==> src/rtl/muller_c_handshake_monitor_pkg.sv <==
`default_nettype none
// ============================================================================
// muller_mon_pkg : shared state encoding and default sizing for the monitor
// Rev 1.0
// ============================================================================
package muller_mon_pkg;

  typedef enum logic [1:0] {
    LOW      = 2'b00,
    ARMED_HI = 2'b01,
    HIGH     = 2'b10,
    ARMED_LO = 2'b11
  } mon_state_e;

  localparam int DEF_SYNC_STAGES = 2;
  localparam int DEF_CNT_W       = 16;
  localparam int DEF_TIMEOUT     = 255;

endpackage : muller_mon_pkg
`default_nettype wire

==> src/rtl/muller_c_handshake_monitor_if.sv <==
`default_nettype none
// ============================================================================
// muller_c_handshake_monitor_if : C-element request inputs and output
// Rev 1.0
// ============================================================================
interface muller_c_handshake_monitor_if;
  logic a_i;
  logic b_i;
  logic c_i;

  modport master (output a_i, output b_i, output c_i);
  modport slave  (input  a_i, input  b_i, input  c_i);
endinterface : muller_c_handshake_monitor_if
`default_nettype wire

==> src/rtl/muller_c_handshake_monitor_sync.sv <==
`default_nettype none
// ============================================================================
// muller_sync : SYNC_STAGES-deep single-bit synchronizer, sync active-low rst
// Rev 1.0
// ============================================================================
module muller_sync #(
  parameter int SYNC_STAGES = 2
) (
  input  wire logic clk,
  input  wire logic rst_n,
  input  wire logic d_i,
  output logic      q_o
);

  logic [SYNC_STAGES-1:0] sync_q;
  logic [SYNC_STAGES-1:0] sync_d;

  always_comb begin
    sync_d = {sync_q[SYNC_STAGES-2:0], d_i};
  end

  always_ff @(posedge clk) begin
    if (!rst_n) begin
      sync_q <= '0;
    end else begin
      sync_q <= sync_d;
    end
  end

  assign q_o = sync_q[SYNC_STAGES-1];

endmodule : muller_sync
`default_nettype wire

==> src/rtl/muller_c_handshake_monitor.sv <==
`default_nettype none
// ============================================================================
// muller_c_handshake_monitor : four-phase handshake tracker for a C-element
// Rev 1.0
// ============================================================================
module muller_c_handshake_monitor
  import muller_mon_pkg::*;
#(
  parameter int SYNC_STAGES = DEF_SYNC_STAGES,
  parameter int CNT_W       = DEF_CNT_W,
  parameter int TIMEOUT     = DEF_TIMEOUT
) (
  input  wire logic                   wb_clk_i,
  input  wire logic                   rst_n,
  muller_c_handshake_monitor_if.slave hs,
  input  wire logic                   clr_i,
  output logic [CNT_W-1:0]            cycle_cnt_o,
  output logic [1:0]                  state_o,
  output logic                        viol_o,
  output logic                        stall_o,
  output logic                        cnt_wrap_o
);

  localparam logic [7:0] TMO_LIM = 8'(TIMEOUT);

  logic as, bs, cs;

  muller_sync #(.SYNC_STAGES(SYNC_STAGES)) u_sync_a (
    .clk(wb_clk_i), .rst_n(rst_n), .d_i(hs.a_i), .q_o(as));
  muller_sync #(.SYNC_STAGES(SYNC_STAGES)) u_sync_b (
    .clk(wb_clk_i), .rst_n(rst_n), .d_i(hs.b_i), .q_o(bs));
  muller_sync #(.SYNC_STAGES(SYNC_STAGES)) u_sync_c (
    .clk(wb_clk_i), .rst_n(rst_n), .d_i(hs.c_i), .q_o(cs));

  mon_state_e       state_q, state_d;
  logic [7:0]       tmr_q, tmr_d;
  logic [CNT_W-1:0] cnt_q, cnt_d;
  logic             viol_q, viol_d;
  logic             stall_q, stall_d;
  logic             wrap_q, wrap_d;
  logic             viol_set, incr, armed_stay;

  // Next state; simultaneous agreement+follow jumps straight past ARMED_*
  always_comb begin
    state_d  = state_q;
    viol_set = 1'b0;
    incr     = 1'b0;
    unique case (state_q)
      LOW: begin
        if (cs) begin
          state_d  = HIGH;
          viol_set = !(as && bs);
        end else if (as && bs) begin
          state_d = ARMED_HI;
        end
      end
      ARMED_HI: begin
        if (cs)                state_d = HIGH;
        else if (!(as && bs))  state_d = LOW;
      end
      HIGH: begin
        if (!cs) begin
          state_d  = LOW;
          viol_set = as || bs;
          incr     = !(as || bs);
        end else if (!(as || bs)) begin
          state_d = ARMED_LO;
        end
      end
      ARMED_LO: begin
        if (!cs) begin
          state_d = LOW;
          incr    = 1'b1;
        end else if (as || bs) begin
          state_d = HIGH;
        end
      end
      default: state_d = LOW;
    endcase
  end

  always_comb begin
    armed_stay = (state_d == state_q) &&
                 ((state_q == ARMED_HI) || (state_q == ARMED_LO));
    tmr_d = 8'd0;
    if (armed_stay) begin
      tmr_d = (tmr_q == TMO_LIM) ? tmr_q : tmr_q + 8'd1;
    end

    cnt_d = cnt_q;
    if (clr_i)     cnt_d = '0;
    else if (incr) cnt_d = cnt_q + CNT_W'(1);

    // Set beats clear on the sticky flags; a dropped increment cannot wrap
    viol_d  = viol_set || (viol_q && !clr_i);
    stall_d = (armed_stay && (tmr_d == TMO_LIM)) || (stall_q && !clr_i);
    wrap_d  = (incr && !clr_i && (cnt_q == '1)) || (wrap_q && !clr_i);
  end

  always_ff @(posedge wb_clk_i) begin
    if (!rst_n) begin
      state_q <= LOW;
      tmr_q   <= 8'd0;
      cnt_q   <= '0;
      viol_q  <= 1'b0;
      stall_q <= 1'b0;
      wrap_q  <= 1'b0;
    end else begin
      state_q <= state_d;
      tmr_q   <= tmr_d;
      cnt_q   <= cnt_d;
      viol_q  <= viol_d;
      stall_q <= stall_d;
      wrap_q  <= wrap_d;
    end
  end

  assign cycle_cnt_o = cnt_q;
  assign state_o     = state_q;
  assign viol_o      = viol_q;
  assign stall_o     = stall_q;
  assign cnt_wrap_o  = wrap_q;

endmodule : muller_c_handshake_monitor
`default_nettype wire

==> src/flat_wrapper.sv <==
// flat-port wrapper written by rule: the top's interface ports become plain ports
module muller_c_handshake_monitor_flat import muller_mon_pkg::*;
#(
  parameter int SYNC_STAGES = DEF_SYNC_STAGES,
  parameter int CNT_W       = DEF_CNT_W,
  parameter int TIMEOUT     = DEF_TIMEOUT
)
  (wb_clk_i, rst_n, clr_i, cycle_cnt_o, state_o, viol_o, stall_o, cnt_wrap_o, hs_a_i, hs_b_i, hs_c_i);
  muller_c_handshake_monitor_if hs_i ();
  input  wire logic wb_clk_i;
  input  wire logic rst_n;
  input  wire logic clr_i;
  output logic [CNT_W-1:0] cycle_cnt_o;
  output logic [1:0] state_o;
  output logic viol_o;
  output logic stall_o;
  output logic cnt_wrap_o;
  input wire logic [$bits(hs_i.a_i)-1:0] hs_a_i;
  input wire logic [$bits(hs_i.b_i)-1:0] hs_b_i;
  input wire logic [$bits(hs_i.c_i)-1:0] hs_c_i;
  assign hs_i.a_i = hs_a_i;
  assign hs_i.b_i = hs_b_i;
  assign hs_i.c_i = hs_c_i;
  muller_c_handshake_monitor #(.SYNC_STAGES(SYNC_STAGES), .CNT_W(CNT_W), .TIMEOUT(TIMEOUT)) u_core (.wb_clk_i(wb_clk_i), .rst_n(rst_n), .hs(hs_i), .clr_i(clr_i), .cycle_cnt_o(cycle_cnt_o), .state_o(state_o), .viol_o(viol_o), .stall_o(stall_o), .cnt_wrap_o(cnt_wrap_o));
endmodule
==> config.mk <==
export PLATFORM = sky130hd
export DESIGN_NAME = muller_c_handshake_monitor_flat
export DESIGN_NICKNAME = d
export VERILOG_FILES = /design/src/rtl/muller_c_handshake_monitor_pkg.sv /design/src/rtl/muller_c_handshake_monitor_if.sv /design/src/rtl/muller_c_handshake_monitor_sync.sv /design/src/rtl/muller_c_handshake_monitor.sv /design/src/flat_wrapper.sv
export SDC_FILE = /design/constraint.sdc
export NUM_CORES = 1
export LEC_CHECK = 0
export BUFFER_PORTS_ARGS = -buffer_cell sky130_fd_sc_hd__clkbuf_2
export CORE_ASPECT_RATIO = 0.7
export CORE_MARGIN = 2
export CORE_UTILIZATION = 49
export DETAILED_ROUTE_END_ITERATION = 8
export GPL_TIMING_DRIVEN = 0
export PLACE_DENSITY_LB_ADDON = 0.2
export SYNTH_ARGS = -nofsm -noshare
export SYNTH_HDL_FRONTEND = slang
export SYNTH_SLANG_ARGS = --single-unit
export TNS_END_PERCENT = 1
==> constraint.sdc <==
create_clock -name wb_clk_i -period 1.65 [get_ports wb_clk_i]
set_input_delay 0.33 -clock wb_clk_i [delete_from_list [all_inputs] [get_ports wb_clk_i]]
set_output_delay 0.33 -clock wb_clk_i [all_outputs]
set_load 0.01 [all_outputs]
After elaboration in Yosys (flattened, before gate mapping) --
Index checks and enable logic that the tools add are counted. W data, S select, Z words.
Word-level totals: flip-flop bits (word level) 35, bits in latches 0, memory bits (writable) 0, bits in read-only memories 0, bits of input ports 6, output and inout bits 21, logic and storage cells 54, memories 0
Operators by class: $add $sub $neg 2, multipliers 0, div/mod/pow operators 0, order comparisons 0, equality and inequality tests 7, shifts and indexed selects 0, muxes and demuxes 17, bitwise operators 1, reductions and logical operators 18
Operators with widths (number):
- $add A16 B1 Y16 const B | 1
- $eq A16 B16 Y1 const B | 1
- $eq A8 B8 Y1 const B | 2
- $mux W2 | 8
- $mux W8 | 2
- $add A8 B1 Y8 const B | 1
- $logic_and A1 B1 Y1 | 8
- $pmux W2 S4 | 1
- $logic_or A1 B1 Y1 | 5
- $eq A2 B2 Y1 const B | 2
- $mux W1 | 4
- $pmux W1 S2 | 2
- $logic_not A1 Y1 | 3
- $eq A2 B1 Y1 const B | 1
- $eq A2 B2 Y1 | 1
- $logic_not A2 Y1 | 1
- $reduce_or A2 Y1 | 1
- $not A1 Y1 | 1

Logic depth before layout (Yosys ltp) --
Gate-level depths: netlist of run 1.
depth after elaboration 10, gate-level depth with buffers 7, gate-level depth less buffers 6

Hierarchy --
Synthesis of run 1 repeated with hierarchy kept, for this count alone.
Unflattened totals: cell total of the unflattened synthesis 171, area total of the unflattened synthesis 1541.5 sq um
Modules (own cells, without submodules):
- muller_c_handshake_monitor | times used 1, cells each 159, area an instance 1383.8 sq um, sequential area each 580.6 sq um
- muller_sync | times used 3, cells each 4, area an instance 52.6 sq um, sequential area each 40.0 sq um

Worst setup path before layout of run 1 --
Ideal clock, no wire load.
path kind reg2reg, from register u_core.tmr_q[0], to register u_core.stall_q, in the netlist u_core.stall_o, setup time 126 ps, arrival time 1521 ps, data required time 1524 ps, slack 3 ps, cell stages (with the launch flop) 8, path buffers 1, period minus slack after synthesis 1647 ps, cells stage by stage dfxtp_1 > ha_1 > and4_1 > buf_2 > and4_1 > o21a_1 > o21bai_1 > o22ai_2
On the way: cells in the longest elaborated chain, start to end 6, elaborated cells on any way between the ends 7, classes of those cells 1 x add/sub; 2 x eq/ne; 2 x mux; 2 x reduce/logical
RTL lines:
- from (decl) | line muller_c_handshake_monitor.sv:36 | logic [7:0] tmr_q, tmr_d;
- from (signal assigned) | line muller_c_handshake_monitor.sv:110 | tmr_q <= tmr_d;
- $add A8 B1 Y8 or $eq A8 B8 Y1 (tied branches) | line muller_c_handshake_monitor.sv:87 | tmr_d = (tmr_q == TMO_LIM) ? tmr_q : tmr_q + 8'd1;
- $mux W8 (*) | line muller_c_handshake_monitor.sv:87
- $mux W8 (*) | line muller_c_handshake_monitor.sv:86 | if (armed_stay) begin
- $eq A8 B8 Y1 (*) | line muller_c_handshake_monitor.sv:96 | stall_d = (armed_stay && (tmr_d == TMO_LIM)) || (stall_q && !clr_i);
- $logic_and A1 B1 Y1 (*) | line muller_c_handshake_monitor.sv:96
- $logic_or A1 B1 Y1 (*) | line muller_c_handshake_monitor.sv:96
- to (signal assigned) | line muller_c_handshake_monitor.sv:113 | stall_q <= stall_d;
- to (decl) | line muller_c_handshake_monitor.sv:39 | logic stall_q, stall_d;
Mark *: on every way between the ends. The rest lies on a longest branch, timed or not. A chain may end at the register's enable or synchronous reset.

Final worst setup path of run 1 --
from register u_core.cnt_q[3], in the netlist u_core.cycle_cnt_o[3], to register u_core.cnt_q[11], in the netlist u_core.cycle_cnt_o[11]
On the way: cells in the longest elaborated chain, start to end 1
RTL lines:
- from (decl) | line muller_c_handshake_monitor.sv:37 | logic [CNT_W-1:0] cnt_q, cnt_d;
- from (signal assigned) | line muller_c_handshake_monitor.sv:111 | cnt_q <= cnt_d;
- $add A16 B1 Y16 | line muller_c_handshake_monitor.sv:92 | else if (incr) cnt_d = cnt_q + CNT_W'(1);
No other way between the ends.

==> results.yml, run 1 <==
cts:
  tritoncts: "yes"
  clockRootBuffer: "clkbuf_8"
  cts_setup_buffers: 0
  cts_hold_buf: 0
  numClockSinks: 35
  clock_latency_ns: 0.28
  path_clk_slew_ns: 0.07
  clockBufferDepth: 2
  cts_buffers: 5
  cts_htree_levels: 2
setup_path:
  critPathTopFamily: "simple AND/OR/NAND/NOR gates"
  critPathMaxFanout: 6
  crit_required_ns: 1.81
  ff2ff_path_depth: 6
  criticalPathCategory: "flop to flop"
  cp_num_buf_inv: 1
  endpoint: "u_core.cycle_cnt_o[11]$_SDFFE_PP0P_"
  cp.arrival_ns: 1.69
  cpPeakStageDelay_ns: 0.43
  cp_num_cells: 6
  r2r-start: "u_core.cycle_cnt_o[3]$_SDFFE_PP0P_"
  reg2reg_to: "u_core.cycle_cnt_o[11]$_SDFFE_PP0P_"
  cp_slowest_cell: "dfxtp_1"
  crit_start: "u_core.cycle_cnt_o[3]$_SDFFE_PP0P_"
  cp_common_cell: "and4_1"
  crit_path_start_kind: "flop"
  crit_chain: "and4_1 -> and4_1 -> buf_2 -> nand2_1 -> xor2_1 -> nor2_1"
  critPathCaptureType: "flop"
  reg2reg_slack_ns: 0.12
yosys:
  synth_top_area_share_pct: 45.20
  synth_area_leaders: "dfxtp_1 45%, xor2_1 7.9%, nor2_1 6.1%"
  synth.net_count: 176
  yosys_warnings: 0
  yosys.area_share.simple_pct: 28.89
  syn_area_mm2: 0.001550
  synth_async_sr_flop_share_pct: 0
  syn_area_per_cell_um2: 9.228
  synth_flop_cell: "dfxtp_1"
  synth_edf_count: 0
  synth_seq_cells: 35
  synth_top_family_by_area: "simple AND/OR/NAND/NOR gates"
  syn_inst: 168
  muxShareOfSynthArea_pct: 0.6457
  yosysSeqAreaShare_pct: 45.20
  synth_area_leader_cell: "dfxtp_1"
  synth_xor_area_share_pct: 10.73
  synth.distinct_cells: 40
  yosys.area_share.adder_pct: 1.614
  synth_compound_area_share_pct: 10.17
run_status:
  status: "finished clean"
grt:
  grt_max_degree: 11
  grt_pass1_wl_um: 4892
  antenna_found_initial: 0
  first_global_vias: 1157
  grt_overflow: 0
  grt_use_total_pct: 17.44
floorplan:
  ios: 27
  dieArea_mm2: 0.003637
  dieHeight_um: 51.06
  dieWidth_um: 71.23
  initial_core_util_pct: 50.26
  core-area_mm2: 0.003084
  rows: 17
power_and_ir_drop:
  irDropWorstVdd_mv: 0.6296
  power_frac_comb_pct: 2.7
  p_int_mw: 1.198
  p_seq_share_pct: 56.8
  power_density_mw_per_mm2: 824.7
  switching_share_pct: 20.70
  p_leak_nw: 0.7412
  power_frac_clock_pct: 40.5
  p_sw_mw: 0.3127
layout:
  multiInputGateArea_um2: 822.0
  fin_nets: 208
  final_common_cell: "dfxtp_1"
  layout_common_cells: "32 x dfxtp_1, 26 x clkbuf_2, 25 x nor2_1, 14 x xor2_1, 12 x nand2_1"
  stdcell_count: 238
  nFillCells: 274
  drive_gt1_share_pct: 26.00
  seq_area_um2: 706.9
  syn_to_final_growth_pct: 18.16
  diodes: 0
place:
  gp_congestion: 0.7403
  place_hpwl_um: 2186
  port_buffers: 26
  dp.cells: 232
  post-place-ws_ns: -0.1644
timing:
  hold_violations: 0
  finalSetupViolations: 0
  finalCritPeriodShare_pct: 92.99
  whs_ns: 0.2549
  fin_skew_ns: 0.004102
  tightest_slew_ns: 0.4518
  fin_crit_ns: 1.534
  max_slew_margin_pct: 69.88
  setup_slack_ns: 0.1157
  grt_setup_unrepaired: "no"
  slew_violations: 0
  max_freq_mhz: 651.7
routing:
  drc_errors: 0
  vias: 1240
  first_iter_violations: 61
  routed_wirelength_um: 2979
  viasPerCell: 5.210
  drtAntennaViolNets: 0
  firstDrtPassIters: 4
  wl_per_cell_um: 12.52
min_path:
  hold_start: "hs_c_i"
  min_path_type: "primary input to flop"
flow_run:
  cap_viol_max_count: 0
[area by class of cell]
cell class	count	share of cell area (%)
multi-input combinational	123	44.88
buffer	6	1.434
clock inverter	1	0.2732
timing repair buffer	26	7.104
sequential	35	38.59
tap	38	2.596
inverter	3	0.6148
clock buffer	6	4.508
[per-stage QoR]
stage	total power, mW	util, %	TNS, ns	instance area [µm²]
5_1_grt	1.566	59.39	0	1832
3_3_place_gp	0.9182	56.02	-0.1753	1728
3_5_place_dp	0.9205	56.02	-0.2565	1728
6_report	1.511	59.39	0	1832
4_1_cts	1.534	59.31	0	1829
2_1_floorplan	0.9045	-	0	1550
[synth_stat cells (2+ instances only)]
cell type / count
a21oi_1: 5
and2_1: 11
and3_1: 6
and4_1: 4
and4bb_2: 2
buf_2: 4
clkbuf_1: 2
dfxtp_1: 35
ha_1: 2
inv_1: 3
nand2_1: 12
nand2b_1: 2
nand3_1: 8
nand4_1: 4
nor2_1: 25
nor3_1: 2
xnor2_1: 5
xor2_1: 14
[metal layers]
metal	vias up	global-route usage, %	routed length [µm]
li1	638	-	-
met1	574	21.63	1438
met2	23	28.70	1375
met3	5	5.523	134
met4	0	6.289	30
met5	-	0	0
[worst min path at each step]
stage / end / slack [ns] / cells after the start
after detailed placement: u_core.u_sync_b.sync_q[1]$_SDFF_PN0_ / 0.42 / 1
after floorplan: u_core.u_sync_a.sync_q[1]$_SDFF_PN0_ / 0.41 / 1
final: u_core.u_sync_c.sync_q[0]$_SDFF_PN0_ / 0.25 / 2
after global routing: u_core.u_sync_b.sync_q[0]$_SDFF_PN0_ / 0.26 / 2
after CTS: u_core.u_sync_c.sync_q[0]$_SDFF_PN0_ / 0.25 / 2
after global placement: u_core.u_sync_b.sync_q[1]$_SDFF_PN0_ / 0.42 / 1
[worst reg2reg max path: cells and delay by family, from the launching register on]
family | cells | cell delay, ns
xor gates and xnor gates | 1 | 0.20
buffers and inverters | 1 | 0.16
DFF | 1 | 0.43
and+or+nand+nor | 4 | 0.62
[state kept, by name, summed over array words and instances (netlist names)]
signal                  flops
u_core.cycle_cnt_o         16
u_core.cnt_wrap_o           1
u_core.u_sync_b.sync_q      2
u_core.u_sync_c.sync_q      2
u_core.tmr_q                8
u_core.viol_o               1
u_core.stall_o              1
u_core.state_o              2
u_core.u_sync_a.sync_q      2
[timing repair]
item,in CTS,in global routing
endpoints found under the setup margin,2,5
gates resized for setup,6,2
pin swaps,1,0
[power groups by stage]
stage	clock (mW)	combinational, mW	sequential, mW
floorplan	0	0.0261	0.878
global placement	0	0.0397	0.878
detailed placement	0	0.0413	0.879
CTS	0.634	0.0414	0.858
global route	0.662	0.0455	0.859
finish	0.612	0.0406	0.859
[cell families after synthesis]
family | after synthesis
XOR/XNOR | 19
adder cells (fa/ha/maj) | 2
multiplexers | 1
AND/OR/NAND/NOR | 82
buffers and inverters | 10
AO/OA/AOI/OAI | 19
flip-flops | 35
Note: power is estimated with default switching activity, not from simulation.
==> inputs of run 2 (changes only) <==
--- a/config.mk
+++ b/config.mk
@@ -8,7 +8,7 @@
 export BUFFER_PORTS_ARGS = -buffer_cell sky130_fd_sc_hd__clkbuf_2
 export CORE_ASPECT_RATIO = 0.7
 export CORE_MARGIN = 2
-export CORE_UTILIZATION = 49
+export CORE_UTILIZATION = 50
 export DETAILED_ROUTE_END_ITERATION = 8
 export GPL_TIMING_DRIVEN = 0
 export PLACE_DENSITY_LB_ADDON = 0.2
==> constraint.sdc (replaced) <==
create_clock -name wb_clk_i -period 1.5 [get_ports wb_clk_i]
set_input_delay 0.3 -clock wb_clk_i [delete_from_list [all_inputs] [get_ports wb_clk_i]]
set_output_delay 0.3 -clock wb_clk_i [all_outputs]
set_load 0.01 [all_outputs]
==> run 2 against run 1 <==
Against the previous run: the run now ends with negative setup slack left; combinational power grew 11%; power rose by 7.6%; clock skew is 0.0029 ns higher; via count rose by 5.8%; sequential power increased by 9.2%; core utilization grew 7.9 points; final area up 5.9%; die area is 1.9% lower; highest routed layer unchanged; global-route usage is 2.0 points higher; worst hold slack worse by 0.030 ns.
==> results.yml, run 2 (synthesis gave the netlist of run 1 again) <==
run_status:
  status: "complete, but fails checks"
  violations: "negative setup slack"
routing:
  routed_wirelength_um: 3285
  vias: 1312
  drc_errors: 0
  first_iter_violations: 85
  drtAntennaViolNets: 0
  wl_per_cell_um: 13.35
  viasPerCell: 5.333
  firstDrtPassIters: 4
cts:
  clock_latency_ns: 0.29
  cts_hold_buf: 0
  cts_buffers: 5
  numClockSinks: 35
  clockBufferDepth: 2
  path_clk_slew_ns: 0.07
  clockRootBuffer: "clkbuf_8"
  tritoncts: "yes"
  cts_htree_levels: 2
setup_path:
  critPathMaxFanout: 8
  cp_slowest_cell: "dfxtp_4"
  critPathCaptureType: "flop"
  crit_path_start_kind: "flop"
  r2r-start: "u_core.tmr_q[0]$_SDFF_PN0_"
  cpPeakStageDelay_ns: 0.36
  crit_start: "u_core.tmr_q[0]$_SDFF_PN0_"
  crit_required_ns: 1.67
  cp.arrival_ns: 1.70
  criticalPathCategory: "flop to flop"
  crit_chain: "ha_4 -> and4_1 -> buf_6 -> a211oi_4 -> xnor2_1 -> o21bai_1 -> o22ai_2"
power_and_ir_drop:
  switching_share_pct: 21.42
  p_sw_mw: 0.3480
  p_leak_nw: 0.7884
  p_seq_share_pct: 57.8
  irDropWorstVdd_mv: 0.8809
  power_mw: 1.625
  p_int_mw: 1.277
  power_density_mw_per_mm2: 837.3
  power_frac_clock_pct: 39.5
  power_frac_comb_pct: 2.8
timing:
  tightest_slew_ns: 0.4387
  slew_violations: 0
  finalSetupViolations: 1
  setup_slack_ns: -0.03014
  grt_setup_unrepaired: "yes"
  hold_violations: 0
  fin_skew_ns: 0.006955
  finalCritPeriodShare_pct: 102.0
  max_freq_mhz: 653.5
  max_slew_margin_pct: 70.75
  fin_crit_ns: 1.530
  finalSetupTns_ns: -0.03014
grt:
  grt_pass1_wl_um: 5451
  first_global_vias: 1220
  grt_max_degree: 11
  grt_use_total_pct: 19.40
  antenna_found_initial: 0
  grt_overflow: 0
min_path:
  min_path_type: "primary input to flop"
  hold_start: "hs_b_i"
layout:
  layout_common_cells: "26 x clkbuf_2, 25 x nor2_1, 24 x dfxtp_1, 14 x xor2_1, 12 x nand2_1"
  fin_nets: 217
  final_common_cell: "clkbuf_2"
  largest_reg_flops: 16
  diodes: 0
  drive_gt1_share_pct: 32.86
  syn_to_final_growth_pct: 25.18
place:
  place_hpwl_um: 2172
  port_buffers: 26
  gp_congestion: 0.9066
floorplan:
  dieHeight_um: 50.59
  core-area_mm2: 0.002883
  rows: 16
  ios: 27
  initial_core_util_pct: 53.78
  dieWidth_um: 70.55
  dieArea_mm2: 0.003569
flow_run:
  cap_viol_max_count: 0
-- run 2: changes by cell type in the layout (fill, tap and decap cells not counted), moves of 2 or more --
cell      delta
dfxtp_2      +4
buf_2        -2
clkbuf_1     +2
buf_4        +8
buf_6        +2
dfxtp_4      +4
dfxtp_1      -8
-- run 2: worst paths after layout --
| kind | cells after the start | slack [ns] | to |
|---|---|---|---|
| hold / removal | 2 | 0.22 | u_core.u_sync_b.sync_q[0]$_SDFF_PN0_ |
| setup / recovery | 7 | -0.03 | u_core.stall_o$_SDFF_PN0_ |
| setup reg to reg | 7 | -0.03 | u_core.stall_o$_SDFF_PN0_ |
| hold reg to reg | 1 | 0.44 | u_core.u_sync_b.sync_q[1]$_SDFF_PN0_ |
-- run 2: repair_timing --
action                     in CTS  in global routing
buffers inserted                5                  3
pin swaps                       2                  7
setup endpoints to repair       8                 10
gates resized for setup         4                 16
-- run 2: layer usage --
metal	vias to the layer above	part of all wire, %	GRT usage [%]
met2	37	46	29.56
met4	0	1.8	6.604
li1	656	-	-
met1	613	46	26.24
met3	6	5.9	6.024
met5	-	0	0
-- run 2: worst max-delay path, delay by kind of cell, from the launching register on --
kind / cells / cell delay [ns]
compound gates: 3 / 0.41
flops: 1 / 0.36
simple gates: 1 / 0.19
fa+ha+maj: 1 / 0.16
xor+xnor: 1 / 0.15
buf+inv: 1 / 0.14
-- run 2: metrics by stage --
step / setup slack (ns) / util (%) / cells / area [µm²] / hold slack, ns
after global placement: -0.07384 / 60.68 / 230 / 1749 / 0.4155
final: -0.03014 / 67.32 / 246 / 1941 / 0.2249
after global routing: -0.08564 / 67.32 / 246 / 1941 / 0.2301
after CTS: -0.03470 / 65.06 / 243 / 1876 / 0.2176
after floorplan: 0.001455 / - / 168 / 1574 / 0.4119
after detailed placement: -0.09349 / 60.68 / 230 / 1749 / 0.4215
-- run 2: final cells by class --
| cell class | instances | area, µm² |
|---|---|---|
| plain buffers | 7 | 46.29 |
| flip-flops and latches | 35 | 726.9 |
| multi-input cells | 123 | 839.6 |
| clock inverters | 1 | 5.005 |
| well taps | 36 | 45.04 |
| inverters | 3 | 11.26 |
| fillers | 229 | 942.2 |
| clock buffers | 7 | 76.32 |
| repair buffers | 34 | 190.2 |
-- run 2: power by group through the flow --
| stage | combinational [mW] | clock (mW) | sequential (mW) |
|---|---|---|---|
| 6_report | 0.0449 | 0.641 | 0.938 |
| 5_1_grt | 0.0510 | 0.703 | 0.939 |
| 4_1_cts | 0.0449 | 0.663 | 0.943 |
| 3_5_place_dp | 0.0445 | 0 | 0.965 |
| 3_3_place_gp | 0.0432 | 0 | 0.965 |
| 2_1_floorplan | 0.0287 | 0 | 0.964 |
==> inputs of run 3 (changes only) <==
--- a/config.mk
+++ b/config.mk
@@ -12,6 +12,7 @@
 export DETAILED_ROUTE_END_ITERATION = 8
 export GPL_TIMING_DRIVEN = 0
 export PLACE_DENSITY_LB_ADDON = 0.2
+export RECOVER_POWER = 50
 export SYNTH_ARGS = -nofsm -noshare
 export SYNTH_HDL_FRONTEND = slang
 export SYNTH_SLANG_ARGS = --single-unit
==> run 3 against run 2 <==
Against the previous run: the run still ends with negative setup slack left; clock skew hardly changed; register-to-register slack is essentially flat; power fell by 0.10%; cell count stayed put; final area decreased by 0.52%; critical path type unchanged; critical endpoint unchanged; largest power group unchanged.
==> results.yml, run 3 (synthesis gave the netlist of run 1 again) <==
layout:
  final_core_util_pct: 66.97
  diodes: 0
  fin_nets: 217
  largest_reg_flops: 16
  drive_gt1_share_pct: 29.05
  layout_common_cells: "25 x nor2_1, 24 x dfxtp_1, 18 x clkbuf_2, 14 x xor2_1"
  final_common_cell: "nor2_1"
  syn_to_final_growth_pct: 24.54
  nFillCells: 231
cts:
  path_clk_slew_ns: 0.07
  cts_htree_levels: 2
  clockBufferDepth: 2
  clock_latency_ns: 0.29
  cts_buffers: 5
  tritoncts: "yes"
  clockRootBuffer: "clkbuf_8"
  numClockSinks: 35
place:
  place_hpwl_um: 2172
  port_buffers: 26
  post-place-ws_ns: -0.09349
  gp_congestion: 0.9066
setup_path:
  cp_num_cells: 7
  crit_start: "u_core.tmr_q[0]$_SDFF_PN0_"
  ff2ff_path_depth: 7
  cp_slowest_cell: "dfxtp_4"
  r2r-start: "u_core.tmr_q[0]$_SDFF_PN0_"
  reg2reg_slack_ns: -0.03
  critPathTopFamily: "compound AO/OA/AOI/OAI gates"
  crit_chain: "ha_4 -> and4_1 -> buf_6 -> a211oi_4 -> xnor2_1 -> o21bai_1 -> o22ai_2"
  critPathMaxFanout: 8
  cp.arrival_ns: 1.70
  cpPeakStageDelay_ns: 0.36
  critPathCaptureType: "flop"
  reg2reg_to: "u_core.stall_o$_SDFF_PN0_"
  crit_required_ns: 1.67
  criticalPathCategory: "flop to flop"
  endpoint: "u_core.stall_o$_SDFF_PN0_"
  cp_num_buf_inv: 1
  crit_path_start_kind: "flop"
power_and_ir_drop:
  switching_share_pct: 21.39
  p_int_mw: 1.276
  p_leak_nw: 0.7596
  p_sw_mw: 0.3472
  irDropWorstVdd_mv: 0.8805
  power_frac_comb_pct: 2.7
  power_density_mw_per_mm2: 840.8
  power_frac_clock_pct: 39.5
  p_seq_share_pct: 57.8
routing:
  wl_per_cell_um: 13.39
  first_iter_violations: 75
  vias: 1308
  firstDrtPassIters: 4
  drtAntennaViolNets: 0
  drc_errors: 0
  routed_wirelength_um: 3293
  viasPerCell: 5.317
timing:
  fin_skew_ns: 0.006661
  grt_setup_unrepaired: "yes"
  fin_crit_ns: 1.530
  whs_ns: 0.2256
  max_freq_mhz: 653.4
  hold_violations: 0
  finalCritPeriodShare_pct: 102.0
  slew_violations: 0
  tightest_slew_ns: 0.4369
  setup_slack_ns: -0.03034
  max_slew_margin_pct: 70.87
  finalSetupViolations: 1
floorplan:
  core-area_mm2: 0.002883
  ios: 27
  dieHeight_um: 50.59
  dieArea_mm2: 0.003569
  rows: 16
  initial_core_util_pct: 53.78
  dieWidth_um: 70.55
grt:
  antenna_found_initial: 0
  grt_pass1_wl_um: 5451
  grt_overflow: 0
  grt_max_degree: 11
  first_global_vias: 1220
  grt_use_total_pct: 19.40
min_path:
  hold_start: "hs_b_i"
  min_path_type: "primary input to flop"
flow_run:
  cap_viol_max_count: 0
run_status:
  status: "complete, but fails checks"
  violations: "negative setup slack"
[run 3: per-layer routing]
layer / vias to the layer above / global-route usage (%) / wire (µm)
met1: 602 / 26.24 / 1481
met4: 0 / 6.604 / 57
met3: 6 / 6.024 / 215
met5: - / 0 / 0
li1: 656 / - / -
met2: 44 / 29.56 / 1539
[run 3: stage by stage]
stage               instance area [µm²]  std cells  setup TNS [ns]  power (mW)
floorplan                          1574        168               0      0.9931
global placement                   1749        230         -0.1526       1.008
detailed placement                 1749        230         -0.1133       1.010
CTS                                1876        243        -0.03470       1.651
global route                       1931        246         -0.3911       1.692
finish                             1931        246        -0.03034       1.623
[run 3: worst min-delay path by stage]
stage                                                 endpoint  slack (ns)  cells after the start
after detailed placement  u_core.u_sync_b.sync_q[1]$_SDFF_PN0_        0.42                      1
final                     u_core.u_sync_b.sync_q[0]$_SDFF_PN0_        0.23                      2
after global placement    u_core.u_sync_c.sync_q[1]$_SDFF_PN0_        0.42                      1
after floorplan           u_core.u_sync_a.sync_q[1]$_SDFF_PN0_        0.41                      1
after global routing      u_core.u_sync_a.sync_q[0]$_SDFF_PN0_        0.23                      2
after CTS                 u_core.u_sync_a.sync_q[0]$_SDFF_PN0_        0.22                      2
[run 3: power groups by stage]
stage,combinational [mW],sequential (mW),clock (mW)
6_report,0.0442,0.938,0.641
3_3_place_gp,0.0432,0.965,0
2_1_floorplan,0.0287,0.964,0
3_5_place_dp,0.0445,0.965,0
5_1_grt,0.0503,0.939,0.703
4_1_cts,0.0449,0.943,0.663
[run 3: cell type report]
class | instances | area (µm²) | area share, %
Clock inverter | 1 | 5.005 | 0.2592
Sequential cell | 35 | 726.9 | 37.65
Inverter | 3 | 11.26 | 0.5833
Timing Repair Buffer | 34 | 180.2 | 9.332
Clock buffer | 7 | 76.32 | 3.953
Multi-Input combinational cell | 123 | 839.6 | 43.49
Tap cell | 36 | 45.04 | 2.333
Buffer | 7 | 46.29 | 2.398
[run 3: timing repair]
action	4_1_cts	5_1_grt
hold buffers	0	0
pin swaps	2	7
cloned	0	0
setup endpoints to repair	8	10
setup buffers	5	3
gates resized for setup	4	16
[run 3: worst register-to-register path, cell delays in order (launching register included)]
cell	delay [ns]
dfxtp_4	0.36
ha_4	0.16
and4_1	0.19
buf_6	0.14
a211oi_4	0.20
xnor2_1	0.15
o21bai_1	0.14
o22ai_2	0.08
